## config.mk

```make
export PLATFORM = sky130hd
export DESIGN_NAME = apb_i2c_regs
export DESIGN_NICKNAME = d
export VERILOG_FILES = /design/src/rtl/apb_i2c_regs.sv
export SDC_FILE = /design/constraint.sdc
export NUM_CORES = 1
export LEC_CHECK = 0
export BUFFER_PORTS_ARGS = -buffer_cell sky130_fd_sc_hd__buf_2
export CORE_ASPECT_RATIO = 1.25
export CORE_MARGIN = 2
export CORE_UTILIZATION = 30
export CTS_CLUSTER_DIAMETER = 50
export DETAILED_ROUTE_END_ITERATION = 12
export HOLD_SLACK_MARGIN = 0.03
export PLACE_DENSITY = 0.55
export RECOVER_POWER = 50
export SETUP_SLACK_MARGIN = 0.4
export SYNTH_ARGS = -nofsm -noshare
export SYNTH_HDL_FRONTEND = slang
export SYNTH_SLANG_ARGS = --single-unit
```

## constraint.sdc

```tcl
create_clock -name clk -period 1.4 [get_ports clk]
set_input_delay 0.14 -clock clk [delete_from_list [all_inputs] [get_ports clk]]
set_output_delay 0.14 -clock clk [all_outputs]
set_load 0.02 [all_outputs]
```

## src/rtl/apb_i2c_regs.sv

```systemverilog
// APB3 register file and transaction sequencer for the I2C core: holds the
// control/address/count/TX registers, launches transfers and captures results.
module apb_i2c_regs #(
    parameter int APB_AW   = 5,
    parameter int APB_WAIT = 0
) (
    input  logic              clk,
    input  logic              rst,
    input  logic              psel,
    input  logic              penable,
    input  logic              pwrite,
    input  logic [APB_AW-1:0] paddr,
    input  logic [31:0]       pwdata,
    output logic [31:0]       prdata,
    output logic              pready,
    output logic              pslverr,
    output logic              irq,
    output logic              i_ready,
    output logic [15:0]       tx_ctrl,
    output logic [7:0]        tx_apb_addr,
    output logic [7:0]        tx_apb_data_cnt,
    output logic [7:0]        data_out_apb,
    input  logic [7:0]        data_in_apb,
    input  logic [7:0]        status
);

    localparam logic [0:0]  ST_IDLE   = 1'b0;
    localparam logic [0:0]  ST_ACTIVE = 1'b1;

    localparam logic [2:0]  REG_CTRL   = 3'd0;
    localparam logic [2:0]  REG_ADDR   = 3'd1;
    localparam logic [2:0]  REG_CNT    = 3'd2;
    localparam logic [2:0]  REG_TXDATA = 3'd3;
    localparam logic [2:0]  REG_RXDATA = 3'd4;
    localparam logic [2:0]  REG_CMD    = 3'd5;
    localparam logic [2:0]  REG_STATUS = 3'd6;
    localparam logic [2:0]  REG_IRQ    = 3'd7;

    localparam logic [2:0]  WAIT_C    = 3'(APB_WAIT);
    localparam logic [15:0] CTRL_MASK = 16'h37FF;

    logic [2:0]  wait_q, wait_d;
    logic [0:0]  state_q, state_d;
    logic [15:0] ctrl_q, ctrl_d;
    logic [7:0]  addr_q, addr_d;
    logic [7:0]  cnt_q, cnt_d;
    logic [7:0]  txd_q, txd_d;
    logic [7:0]  rxd_q, rxd_d;
    logic        rxv_q, rxv_d;
    logic [7:0]  status_q, status_d;
    logic [3:0]  flags_q, flags_d;
    logic [3:0]  en_q, en_d;
    logic        irq_q, irq_d;

    logic        access;
    logic        wr_fire;
    logic        rd_fire;
    logic        wr_err;
    logic        busy;
    logic        mode_ok;
    logic        complete;
    logic [2:0]  sel;
    logic [1:0]  mode;
    logic [7:0]  rise;
    logic [31:0] rd_mux;
    logic        unused_ok;

    assign access  = psel & penable;
    assign pready  = access & (wait_q == WAIT_C);
    assign wr_fire = pready & pwrite;
    assign rd_fire = pready & ~pwrite;
    assign sel     = paddr[4:2];
    assign busy    = (state_q == ST_ACTIVE);
    assign mode    = ctrl_q[13:12];
    assign mode_ok = (mode == 2'b01) || (mode == 2'b10);
    assign rise    = status & ~status_q;

    // Slave mode also ends a transfer on the STOP condition, not only on done.
    assign complete = busy & (rise[3] | ((mode == 2'b01) & rise[0]));

    assign unused_ok = ^{pwdata[31:16], paddr, rise[7:4], rise[2]};

    always_comb begin
        wr_err = 1'b0;
        if (wr_fire) begin
            if (busy && (sel == REG_CTRL || sel == REG_ADDR || sel == REG_CNT))
                wr_err = 1'b1;
            if (sel == REG_CMD && pwdata[0] && (busy || !mode_ok))
                wr_err = 1'b1;
        end
    end

    assign pslverr = wr_err;

    always_comb begin
        wait_d = 3'd0;
        if (access && !pready)
            wait_d = wait_q + 3'd1;
    end

    always_comb begin
        ctrl_d   = ctrl_q;
        addr_d   = addr_q;
        cnt_d    = cnt_q;
        txd_d    = txd_q;
        rxd_d    = rxd_q;
        rxv_d    = rxv_q;
        state_d  = state_q;
        flags_d  = flags_q;
        en_d     = en_q;
        status_d = status;
        irq_d    = |(flags_q & en_q);

        if (wr_fire && !wr_err) begin
            case (sel)
                REG_CTRL:   ctrl_d = pwdata[15:0] & CTRL_MASK;
                REG_ADDR:   addr_d = pwdata[7:0];
                REG_CNT:    cnt_d  = pwdata[7:0];
                REG_TXDATA: txd_d  = pwdata[7:0];
                REG_CMD: begin
                    if (pwdata[0])
                        state_d = ST_ACTIVE;
                    else if (pwdata[1] && busy)
                        state_d = ST_IDLE;
                end
                REG_IRQ: begin
                    flags_d = flags_q & ~pwdata[3:0];
                    en_d    = pwdata[11:8];
                end
                default: ;
            endcase
        end

        if (rd_fire && sel == REG_RXDATA)
            rxv_d = 1'b0;

        // Sets are applied after W1C and read-clear so a coincident event wins.
        flags_d[2] = flags_d[2] | rise[0];
        flags_d[1] = flags_d[1] | rise[1];

        if (complete) begin
            rxd_d      = data_in_apb;
            rxv_d      = 1'b1;
            flags_d[3] = 1'b1;
            if (rxv_q)
                flags_d[0] = 1'b1;
            state_d    = ST_IDLE;
        end
    end

    always_comb begin
        rd_mux = 32'd0;
        case (sel)
            REG_CTRL:   rd_mux = {16'd0, ctrl_q};
            REG_ADDR:   rd_mux = {24'd0, addr_q};
            REG_CNT:    rd_mux = {24'd0, cnt_q};
            REG_TXDATA: rd_mux = {24'd0, txd_q};
            REG_RXDATA: rd_mux = {24'd0, rxd_q};
            REG_STATUS: rd_mux = {22'd0, busy, rxv_q, status_q};
            REG_IRQ:    rd_mux = {20'd0, en_q, 4'd0, flags_q};
            default:    rd_mux = 32'd0;
        endcase
    end

    assign prdata = (access && !pwrite) ? rd_mux : 32'd0;

    always_ff @(posedge clk) begin
        if (!rst) begin
            wait_q   <= 3'd0;
            state_q  <= ST_IDLE;
            ctrl_q   <= 16'd0;
            addr_q   <= 8'd0;
            cnt_q    <= 8'd0;
            txd_q    <= 8'd0;
            rxd_q    <= 8'd0;
            rxv_q    <= 1'b0;
            status_q <= 8'd0;
            flags_q  <= 4'd0;
            en_q     <= 4'd0;
            irq_q    <= 1'b0;
        end else begin
            wait_q   <= wait_d;
            state_q  <= state_d;
            ctrl_q   <= ctrl_d;
            addr_q   <= addr_d;
            cnt_q    <= cnt_d;
            txd_q    <= txd_d;
            rxd_q    <= rxd_d;
            rxv_q    <= rxv_d;
            status_q <= status_d;
            flags_q  <= flags_d;
            en_q     <= en_d;
            irq_q    <= irq_d;
        end
    end

    assign irq             = irq_q;
    assign i_ready         = (state_q == ST_ACTIVE);
    assign tx_ctrl         = ctrl_q;
    assign tx_apb_addr     = addr_q;
    assign tx_apb_data_cnt = cnt_q;
    assign data_out_apb    = txd_q;

endmodule

```

# Word level (Yosys, flattened, before mapping)
# Index checks and enable logic that the tools add are counted.
[word_totals]
register_bits = 67
inputBits = 58
out_inout_bits = 76
elab_cells = 85
[op_classes]
n_addsub = 1
n_eq_ne = 9
mux = 14
bitwise_logic = 16
n_reduce_logical = 32
[ops]
columns = ["cell", "n"]
rows = [
  ["14-bit one-hot mux with 7 select lines", 1],
  ["32-bit two-way mux", 1],
  ["2-bit AND reduction", 7],
  ["4-bit AND", 3],
  ["3-bit equality test (second input constant)", 4],
  ["1-bit two-way mux", 10],
  ["1-bit logical AND", 8],
  ["4-bit two-way mux", 2],
  ["4-bit inverter", 2],
  ["2-bit nonzero test", 4],
  ["1-bit AND", 6],
  ["3-bit by 2-bit equality test with 1-bit output (second input constant)", 2],
  ["3-bit logical NOT", 2],
  ["1-bit logical NOT", 4],
  ["1-bit logical OR", 4],
  ["4-bit OR reduction", 1],
  ["3-bit by 1-bit adder with 3-bit output (second input constant)", 1],
  ["3-bit by 1-bit equality test with 1-bit output (second input constant)", 1],
  ["1-bit bitwise OR", 3],
  ["3-bit AND reduction", 1],
  ["2-bit by 1-bit equality test with 1-bit output (second input constant)", 1],
  ["2-bit equality test (second input constant)", 1],
  ["1-bit inverter", 2],
  ["2-bit OR reduction", 1],
]

# Logic depth before layout (Yosys ltp)
[depth]
ltp_word = 12
mapped_depth = 8
ltp_nobuf = 6

# Least setup slack after synthesis
# Ideal clock, no wire load.
[synth_timing]
path_kind = "reg-to-output"
start = "register wait_q[0]"
end = "output port pslverr"
arrival_time_ns = 1.504
required_ns = 1.260
setup_slack_ns = -0.244
stages_incl_launch_ff = 7
n_path_buf = 1
path_cell_list = "dfxtp_1 inv_1 ha_1 and4b_1 buf_6 nand2_1 a2111oi_2"
[synth_between]
elab_chain_cells = 4
[synth_lines]
columns = ["item", "line_no", "source"]
rows = [
  ["start: declaration", "42", "logic [2:0] wait_q, wait_d;"],
  ["start signal: assignment", "182", "wait_q <= wait_d;"],
  ["3-bit logical NOT", "69", "assign pready = access & (wait_q == WAIT_C);"],
  ["1-bit AND", "69", ""],
  ["net pready", "15", "output logic pready,"],
  ["1-bit AND", "70", "assign wr_fire = pready & pwrite;"],
  ["1-bit two-way mux", "85", "if (wr_fire) begin"],
  ["end: declaration", "16", "output logic pslverr,"],
]
# The timed path passes the listed nets, and every way through them passes these cells.

# Worst setup path after layout
[layout_timing]
start = "register wait_q[0]"
end = "output port pready"
[layout_between]
elab_chain_cells = 2
[layout_lines]
columns = ["item", "line_no"]
rows = [
  ["3-bit logical NOT", "69"],
  ["1-bit AND", "69"],
  ["end: declaration", "15"],
]
# No other way between the ends.

==> impl_metrics.ini <==
[global_route]
grt_pass1_wl_um = 16800
grt_busiest_layer = met2
grt_max_degree = 79
gr-total-overflow = 0
grt_use_met2 = 0.329
gr-usage-all-layers = 0.181
grt_pass1_vias = 3250
met1_usage = 0.216
antenna_found_initial = 0
grt_use_met3 = 0.0247

[sta]
tns_ns = -17.64
slew_violations = 0
rsz0062_at_grt = yes
finalHoldViolCount = 0
setup_viol = 65
final.min_clock_period_ns = 1.79
max-slew-margin-rel = 0.359
fmax_mhz = 560
setup_slack_ns = -0.387
fin_crit_sh = 1.28
tightest_slew_ns = 0.962
fin_skew_ns = 0.00577

[outcome]
status = complete, but fails checks
violations = negative setup slack

[critical_path]
cp_slowest_cell = dfxtp_2
endpoint_kind = output port
arrival_ns = 1.65
critPathMaxStageDelay_ns = 0.33
worstSetupPathType = reg -> out
cp_cell_sequence = inv_2 -> ha_4 -> and4b_1 -> buf_6 -> buf_4 -> buf_6 -> buf_6 -> buf_6
worstSetupStartpointType = flop
crit_fanout = 6
required_ns = 1.26
cp_common_cell = buf_6

[route]
wirelength_um = 11600
vias = 3281
vias_per_cell = 4.85
drt-wirelength-per-cell_um = 17.2
antenna_left = 0
drc = 0
drt_first_pass_iters = 4
drtIter0Drc = 154

[cts]
cts.sinks = 67
worstSkewPairLatency_ns = 0.34
cts_max_path_buffers = 2
htree_num_levels = 3
numCtsBuffers = 9
cts.clk_slew.worst_paths_ns = 0.05
tritoncts = built
cts_root_buffer = clkbuf_16

[synthesis]
synth-edff-count = 0
synthCells = 357
ys_types = 43
ys_seq_area_frac = 0.405
ys_top_cells_by_area = dfxtp_1 40%, mux2i_1 9.1%, buf_4 5.2%
ys_warn_count = 0
synth_top_area_frac = 0.405
synthFlopType = dfxtp_1
async_flop_share = 0
ys_seq_elements = 67
yosysMostFrequentCell = dfxtp_1
syn_avg_cell_area_sq_um = 9.29
ys_top_cells_by_count = 67 x dfxtp_1, 34 x o21ai_1, 32 x nand3_1, 30 x mux2i_1, 24 x nand2_1
yosysTopAreaCell = dfxtp_1
synth_area_sq_um = 3320

[power_and_ir_drop]
power.leakage_nw = 2.57
power_mw = 5.16
power_density_nw_per_um2 = 873
ir_worst_vdd_mv = 0.675

[floorplan]
die_w_um = 98.0
core_sq_um = 10700
io_pins = 134
initial_utilization = 0.311
die_y_um = 122
row_count = 42
die_area_sq_um = 11900

[finish]
final_layout_size_suffix_gt1_frac = 0.596
fin_nets = 600
diodes = 0
area_delta_synth_final_pct = 78.4

[hold_path]
hold_path_class = in -> reg

[placed_design]
hpwl_um = 7370
port_buffers = 92
gp_congestion = 0.816

[run]
cap_violations = 0
## path summary, 6_finish.rpt
path	startpoint	to	slack, ns	cells after the start
worst max-delay path	wait_q[0]	pready	-0.39	8
worst min-delay path	pwdata[13]	tx_ctrl[13]	0.04	3
worst max register to register	wait_q[0]	data_out_apb[5]	-0.37	10
worst min register to register	tx_apb_addr[7]	tx_apb_addr[7]	0.47	2
## worst max-delay path, delay by kind of cell, from the launching register on
family        cells  cell delay, ns
buf+inv           6            0.64
flops             1            0.33
simple gates      1            0.19
fa+ha+maj         1            0.14
## cell type report
type	count	area, sq um
Sequential cell	67	1400
Multi-Input combinational cell	258	2180
Inverter	7	26.3
Tap cell	132	165
Clock buffer	9	225
Clock inverter	7	115
Timing Repair Buffer	196	1810
Fill cell	956	4750
## power breakdown
group | leakage (nW) | internal, mW | switching [mW]
sequential | 0.562 | 1.93 | 0.0181
combinational | 1.84 | 0.277 | 0.327
clock | 0.170 | 1.74 | 0.876
## per-layer routing
layer / routed length, um / share of wire / vias up
met2: 6110 / 0.53 / 98
met4: 188 / 0.016 / 0
met5: 0 / 0 / -
met1: 4800 / 0.41 / 1584
met3: 526 / 0.045 / 16
li1: - / - / 1583
## per-stage QoR
stage          cell area (sq um)   util  instances  worst slack (ns)  hold slack, ns
2_1_floorplan               3580      -        377           -0.0275           0.262
3_3_place_gp                4230  0.397        600            -0.298           0.345
3_5_place_dp                4230  0.397        600            -0.319           0.348
4_1_cts                     5420  0.508        651            -0.383          0.0302
5_1_grt                     5910  0.554        676            -0.490          0.0470
6_report                    5910  0.554        676            -0.387          0.0353
## placed cells by master (no fill, tap or decap), types with 3 or more instances in the layout
cell,synthesis,routed
inv_2,0,3
buf_4,23,55
dfxtp_4,0,4
mux2_4,0,7
nor2b_1,22,21
bufinv_16,0,3
a21boi_1,5,5
mux4_2,5,5
buf_6,5,84
nor2_1,15,10
nand3_4,0,3
a22oi_2,0,5
inv_1,7,4
dlygate4sd3_1,0,6
o21ai_1,34,23
clkbuf_1,7,8
dfxtp_1,67,31
clkbuf_16,0,11
buf_2,8,34
and2_1,9,7
nand2_1,24,22
dfxtp_2,0,32
ha_4,0,3
nand3_2,2,30
mux2i_1,30,30
a22oi_1,8,3
conb_1,1,21
o21ai_2,0,10
and3_4,0,4
a21oi_4,0,3
a21o_1,3,3
nor2_4,0,5
a22o_1,3,3
## repair_timing
| action | in CTS | in global routing |
|---|---|---|
| hold endpoints to repair | 6 | 0 |
| buffers inserted | 26 | 22 |
| cloned | 3 | 3 |
| pin swaps | 20 | 43 |
| gates resized for setup | 179 | 82 |
| setup endpoints to repair | 109 | 98 |
| hold buffers | 6 | 0 |
## cell families after synthesis
logic type	Yosys count	share of synthesized area
fa+ha+maj	3	0.0113
simple gates	126	0.212
mux	42	0.148
buf+inv	52	0.0992
other cells	1	0.00113
compound gates	66	0.123
flops	67	0.405
## state kept, by name, indices dropped and copies added, names as in the netlist
register,flops
tx_ctrl,13
i_ready,1
flags_q,4
wait_q,3
rxv_q,1
rxd_q,8
tx_apb_data_cnt,8
irq,1
en_q,4
status_q,8
data_out_apb,8
tx_apb_addr,8
Note: power is estimated with default switching activity, not from simulation.
